===== src/rtl/data_memory_unit_pkg.sv =====
// Shared constants for the data memory unit: bus widths, MMIO window layout,
// STATUS bit positions and the address decoder.
package data_memory_unit_pkg;

    localparam int ADDRESS_SIZE = 16;
    localparam int DATA_SIZE    = 16;

    localparam int MMIO_WINDOW = 16;
    localparam logic [ADDRESS_SIZE-1:0] MMIO_BASE = ADDRESS_SIZE'(2**ADDRESS_SIZE - MMIO_WINDOW);

    localparam logic [3:0] MMIO_CYCLE   = 4'd0;
    localparam logic [3:0] MMIO_OUT     = 4'd1;
    localparam logic [3:0] MMIO_STATUS  = 4'd2;
    localparam logic [3:0] MMIO_SCRATCH = 4'd3;

    localparam int STATUS_FULL    = 0;
    localparam int STATUS_EMPTY   = 1;
    localparam int STATUS_DROPPED = 2;

    typedef enum logic [1:0] {
        REGION_RAM,
        REGION_MMIO,
        REGION_NONE
    } region_e;

    function automatic region_e decode_region(input logic [ADDRESS_SIZE-1:0] addr,
                                              input int                      ram_depth);
        if (32'(addr) < ram_depth)
            return REGION_RAM;
        else if (addr >= MMIO_BASE)
            return REGION_MMIO;
        else
            return REGION_NONE;
    endfunction

endpackage


===== src/rtl/data_memory_unit_mmio_fifo.sv =====
// Output FIFO behind the OUT register. Head word and valid are registered so
// the stream side sees flop outputs only; overflow pulses when a push is lost.
module mmio_fifo #(
    parameter int FIFO_DEPTH = 4,
    parameter int DATA_SIZE  = 16
) (
    input  logic                        clock,
    input  logic                        reset,
    input  logic                        push,
    input  logic [DATA_SIZE-1:0]        push_data,
    input  logic                        pop,
    output logic                        full,
    output logic                        empty,
    output logic [$clog2(FIFO_DEPTH):0] count,
    output logic                        head_valid,
    output logic [DATA_SIZE-1:0]        head,
    output logic                        overflow
);

    localparam int PW = $clog2(FIFO_DEPTH);

    logic [DATA_SIZE-1:0] mem [FIFO_DEPTH];
    logic [PW-1:0]        wr_ptr, rd_ptr, rd_ptr_next;
    logic [PW:0]          count_next;
    logic [DATA_SIZE-1:0] head_next;
    logic                 do_push, do_pop;

    assign full        = (count == (PW+1)'(FIFO_DEPTH));
    assign empty       = (count == '0);
    assign do_pop      = pop && !empty;
    // A pop in the same cycle frees a slot, so a full FIFO still accepts the push.
    assign do_push     = push && (!full || do_pop);
    assign overflow    = push && full && !do_pop;
    assign rd_ptr_next = rd_ptr + PW'(do_pop);
    assign count_next  = count + (PW+1)'(do_push) - (PW+1)'(do_pop);

    // The slot becoming head may be the one written this cycle (FIFO drained to
    // empty, or was empty); bypass the push data in that case.
    assign head_next = (do_push && wr_ptr == rd_ptr_next) ? push_data : mem[rd_ptr_next];

    always_ff @(posedge clock) begin
        if (do_push)
            mem[wr_ptr] <= push_data;
    end

    always_ff @(posedge clock or negedge reset) begin
        if (!reset) begin
            wr_ptr     <= '0;
            rd_ptr     <= '0;
            count      <= '0;
            head_valid <= 1'b0;
            head       <= '0;
        end else begin
            if (do_push)
                wr_ptr <= wr_ptr + PW'(1);
            rd_ptr     <= rd_ptr_next;
            count      <= count_next;
            head_valid <= (count_next != '0);
            if (count_next != '0)
                head <= head_next;
        end
    end

endmodule


===== src/rtl/data_memory_unit.sv =====
// Data-side responder: word RAM plus an MMIO window (cycle counter, status,
// scratch, output FIFO push port). Loads are combinational, stores commit at the edge.
module data_memory_unit
    import data_memory_unit_pkg::*;
#(
    parameter int RAM_DEPTH  = 256,
    parameter int FIFO_DEPTH = 4
) (
    input  logic                    clock,
    input  logic                    reset,
    input  logic                    read,
    input  logic                    write,
    input  logic [ADDRESS_SIZE-1:0] address,
    input  logic [DATA_SIZE-1:0]    data_out,
    output logic [DATA_SIZE-1:0]    data_in,
    output logic                    out_valid,
    output logic [DATA_SIZE-1:0]    out_data,
    input  logic                    out_ready
);

    localparam int RAM_AW = $clog2(RAM_DEPTH);
    localparam int CW     = $clog2(FIFO_DEPTH) + 1;

    logic [DATA_SIZE-1:0] ram [RAM_DEPTH];
    logic [DATA_SIZE-1:0] cycle_count;
    logic [DATA_SIZE-1:0] scratch;
    logic                 dropped;

    region_e     region;
    logic [3:0]  offset;
    logic        mmio_wr;
    logic        fifo_push, fifo_pop, fifo_full, fifo_empty, fifo_overflow;
    logic [CW-1:0] fifo_count;

    assign region    = decode_region(address, RAM_DEPTH);
    assign offset    = address[3:0];
    assign mmio_wr   = write && (region == REGION_MMIO);
    assign fifo_push = mmio_wr && (offset == MMIO_OUT);
    assign fifo_pop  = out_valid && out_ready;

    mmio_fifo #(
        .FIFO_DEPTH (FIFO_DEPTH),
        .DATA_SIZE  (DATA_SIZE)
    ) u_fifo (
        .clock      (clock),
        .reset      (reset),
        .push       (fifo_push),
        .push_data  (data_out),
        .pop        (fifo_pop),
        .full       (fifo_full),
        .empty      (fifo_empty),
        .count      (fifo_count),
        .head_valid (out_valid),
        .head       (out_data),
        .overflow   (fifo_overflow)
    );

    // RAM is deliberately outside the reset domain so contents survive a reset.
    always_ff @(posedge clock) begin
        if (write && region == REGION_RAM)
            ram[address[RAM_AW-1:0]] <= data_out;
    end

    always_ff @(posedge clock or negedge reset) begin
        if (!reset) begin
            cycle_count <= '0;
            scratch     <= '0;
            dropped     <= 1'b0;
        end else begin
            cycle_count <= cycle_count + DATA_SIZE'(1);
            if (mmio_wr && offset == MMIO_SCRATCH)
                scratch <= data_out;
            // A lost push in the same cycle as a clear keeps the flag set.
            if (fifo_overflow)
                dropped <= 1'b1;
            else if (mmio_wr && offset == MMIO_STATUS && data_out[STATUS_DROPPED])
                dropped <= 1'b0;
        end
    end

    always_comb begin
        data_in = '0;
        if (read) begin
            case (region)
                REGION_RAM: data_in = ram[address[RAM_AW-1:0]];
                REGION_MMIO: begin
                    case (offset)
                        MMIO_CYCLE:   data_in = cycle_count;
                        MMIO_OUT:     data_in = DATA_SIZE'(fifo_count);
                        MMIO_STATUS: begin
                            data_in[STATUS_FULL]    = fifo_full;
                            data_in[STATUS_EMPTY]   = fifo_empty;
                            data_in[STATUS_DROPPED] = dropped;
                        end
                        MMIO_SCRATCH: data_in = scratch;
                        default:      data_in = '0;
                    endcase
                end
                default: data_in = '0;
            endcase
        end
    end

endmodule


===== config.mk =====
export PLATFORM = sky130hd
export DESIGN_NAME = data_memory_unit
export DESIGN_NICKNAME = d
export VERILOG_FILES = /design/src/rtl/data_memory_unit_pkg.sv /design/src/rtl/data_memory_unit_mmio_fifo.sv /design/src/rtl/data_memory_unit.sv
export SDC_FILE = /design/constraint.sdc
export NUM_CORES = 2
export LEC_CHECK = 0
export CORE_MARGIN = 2
export CORE_UTILIZATION = 56
export CTS_BUF_LIST = sky130_fd_sc_hd__clkbuf_8
export CTS_CLUSTER_DIAMETER = 50
export DETAILED_ROUTE_END_ITERATION = 12
export GPL_ROUTABILITY_DRIVEN = 1
export PLACE_DENSITY = 0.81
export SYNTH_ARGS = -nofsm -noshare
export SYNTH_HDL_FRONTEND = slang
export SYNTH_MEMORY_MAX_BITS = 65536
export SYNTH_SLANG_ARGS = --single-unit

===== constraint.sdc =====
create_clock -name clock -period 4.74 [get_ports clock]
set_clock_uncertainty 0.1 [all_clocks]
set_input_delay 0.948 -clock clock [delete_from_list [all_inputs] [get_ports clock]]
set_output_delay 0.948 -clock clock [all_outputs]
set_load 0.01 [all_outputs]

==> metrics.yaml <==
die:
  rows: 197
  core_um2: 288000
  die_area_um2: 294000
  die_w_um: 542
  initial_core_util: 0.563
  num_io_pins: 70
  die_h_um: 542
timing:
  slew_viol_final: 0
  finalCriticalPeriod_ps: 5210
  finalSetupViolations: 16
  worst_slack_ps: -469
  max_freq_mhz: 192
  rsz0062_at_grt: "yes"
  relSlewSlack: 0.0945
  max_slew.worst_pin.slew_ps: 1360
  fin_crit_sh: 1.10
  hold_violations: 0
pwr:
  p_switching_mw: 17.4
  pwr-share-seq: 0.556
  p_int_mw: 56.6
  ir_drop_v: 0.000519
  p_leak_nw: 63.6
  p_per_area_nw_per_um2: 388
  p_total_mw: 74.0
  combPwrFrac: 0.072
  swShare: 0.235
  power_frac_clock: 0.372
final_layout:
  final_cells: 13400
  multi_input_area_um2: 34900
  fin_util: 0.662
  final_design_area_no_fill_um2: 191000
  drive_gt1_frac: 0.325
  fill_cells: 16700
  nets: 9216
  layout.area.seq_um2: 126000
  synthToLayoutAreaGrowth_pct: 17.6
global_route:
  grt_overflow_total: 0
  track_usage: 0.306
  grt_pass1_vias: 90400
  grt_pass1_wl_um: 643000
  grt_max_degree: 139
  antenna_found_initial: 20
logic_synthesis:
  synthTopCellsByArea: "edfxtp_1 (77%), mux4_2 (11%), mux2i_1 (3.8%), a22oi_1 (1.0%), dfrtp_1 (0.88%)"
  synth_cells: 7659
  yosys_most_used_dff: "edfxtp_1"
  synth_cell_type_count: 66
  synth_top_area_share: 0.771
  syn_nets: 7705
  synth-seq-area-share: 0.780
  yosysMostFrequentCell: "edfxtp_1"
  synth_area_um2: 162000
  syn_avg_cell_area_um2: 21.2
  synth_edf_count: 4160
  yosysTopAreaCell: "edfxtp_1"
  async_reset_ff_frac: 0.0135
  yosys-top-cells-count: "edfxtp_1 (4,160), mux4_2 (768), mux2i_1 (609)"
  ys_ff_latch: 4217
  ys_warn_count: 0
clock_network:
  clk_latency_ps: 1150
  cts_buffer_depth: 4
  cts_tree: "built"
  cts_made_buffers: 631
  root_buffer: "clkbuf_8"
  cts.clk_slew.worst_paths_ps: 60
  clock_sinks: 4217
  cts_htree_levels: 6
setup_path:
  required_ps: 3690
  critPathArrivalTime_ps: 4160
  startpoint_type: "input pin"
  crit_type: "input pin to primary output"
  worstSetupEndpointType: "primary output"
  cp_max_fo: 13
hold_path:
  hp-class: "input pin to flop"
route:
  dr.pass1.iters: 6
  drt_wl_total_um: 459000
  avgRoutedWirePerCell_um: 34.2
  drt_iter0_drc: 15300
  final_antenna_net_count: 0
  viasPerCell: 6.79
  drc: 0
  via_count: 91200
job:
  cap_violations: 0
placement:
  dpl.cell_count: 12200
  gp_congestion: 0.998
  port_buffers: 69
  place_hpwl_um: 275000
  place_area_um2: 176000
outcome:
  violations: "setup timing"
  outcome: "finished, violations left"
-- cell families (layout without fill, tap and decap cells) --
family                     after synthesis  after routing  share of synthesized area
DFF                                   4217           4217                      0.780
buffers and inverters                  476           2453                     0.0148
muxes                                 1428           1428                      0.148
other                                    0             10                          0
and+or+nand+nor                        666            666                     0.0188
xor gates and xnor gates                20             20                    0.00108
adders and majority gates                9              9                   0.000741
AOI/OAI and AO/OA                      843            843                     0.0371
-- power groups by stage --
| stage | sequential, mW | clock, mW | combinational [mW] |
|---|---|---|---|
| after global placement | 41.9 | 0 | 4.67 |
| after CTS | 41.1 | 27.4 | 5.15 |
| after floorplan | 41.9 | 0 | 2.28 |
| after detailed placement | 41.9 | 0 | 4.81 |
| after global routing | 41.1 | 29.0 | 5.49 |
| final | 41.1 | 27.5 | 5.33 |
-- per-layer routing --
metal	global-route usage	part of all wire
met5	0	0.00022
met4	0.159	0.059
met3	0.0825	0.14
met2	0.476	0.47
met1	0.399	0.33
-- worst max-delay path, stage by stage --
cell and delay [ps]:
buf_8 190, buf_8 190, buf_16 210, buf_16 170, mux4_2 310, a22oi_2 350, o211ai_1 310, or4_4 630
o32ai_2 230, buf_4 200, o21ai_2 70, buf_6 160, buf_6 120
-- sequential cells by signal (all words and copies together), names as in the netlist --
| register | count |
|---|---|
| cycle_count | 16 |
| dropped | 1 |
| ram | 4096 |
| scratch | 16 |
| u_fifo.count | 3 |
| u_fifo.head | 16 |
| u_fifo.head_valid | 1 |
| u_fifo.mem | 64 |
| u_fifo.rd_ptr | 2 |
| u_fifo.wr_ptr | 2 |
-- path summary, 6_finish.rpt --
path                            slack (ps)         startpoint  cells after the start         endpoint
worst max register to register        1390  u_fifo.head_valid                     13   u_fifo.head[2]
min in group asynchronous              310              reset                      2   u_fifo.head[1]
worst max-delay path                  -470         address[1]                     13       data_in[9]
max in group asynchronous             3280              reset                      3   cycle_count[5]
worst min register to register         390    cycle_count[15]                      1  cycle_count[15]
worst min-delay path                   220        data_out[8]                      1      ram[220][8]
-- layout by cell type, fill, tap and decap left out, drive strengths merged, types with 17 or more instances in the layout --
cell and n:
and3 21, mux2i 609, o21ai 106, mux2 51, a21oi 85, a221oi 108
a211oi 50, nor2b 18, o211ai 27, nor2 326, o221ai 32, nand3 50
a22oi 219, nand4 28, nor3 17, mux4 768, nand2 120, clkbuf 648
dfrtp 57, nor4 17, clkinv 221, o22ai 109, clkdlybuf4s50 29, buf 1283
edfxtp 4160, a41oi 23, inv 239, a22o 26
-- per-stage QoR --
| step | hold WS (ps) | setup slack, ps | setup TNS (ps) |
|---|---|---|---|
| 6_report | 219 | -469 | -5130 |
| 5_1_grt | 252 | -409 | -4420 |
| 4_1_cts | 215 | -267 | -3060 |
| 3_5_place_dp | 378 | -1640 | -22950 |
| 3_3_place_gp | 363 | -1640 | -22670 |
| 2_1_floorplan | 346 | 585 | 0 |
-- area by class of cell --
type / instances / share of cell area
Tap cell: 3781 / 0.0248
Multi-Input combinational cell: 2966 / 0.183
Timing Repair Buffer: 1329 / 0.0692
Sequential cell: 4217 / 0.663
Clock inverter: 459 / 0.0131
Clock buffer: 640 / 0.0462
Antenna cell: 10 / 0.000131
Inverter: 25 / 0.000492
-- repair_timing --
item | CTS | global route
endpoints found under the hold margin | 25 | 0
setup endpoints to repair | 16 | 16
hold buffers | 1 | 0
pin swaps | 71 | 52
buffers inserted | 57 | 12
gates cloned | 20 | 4
gates resized for setup | 400 | 82
No activity file was read; power rests on OpenSTA's default activity.
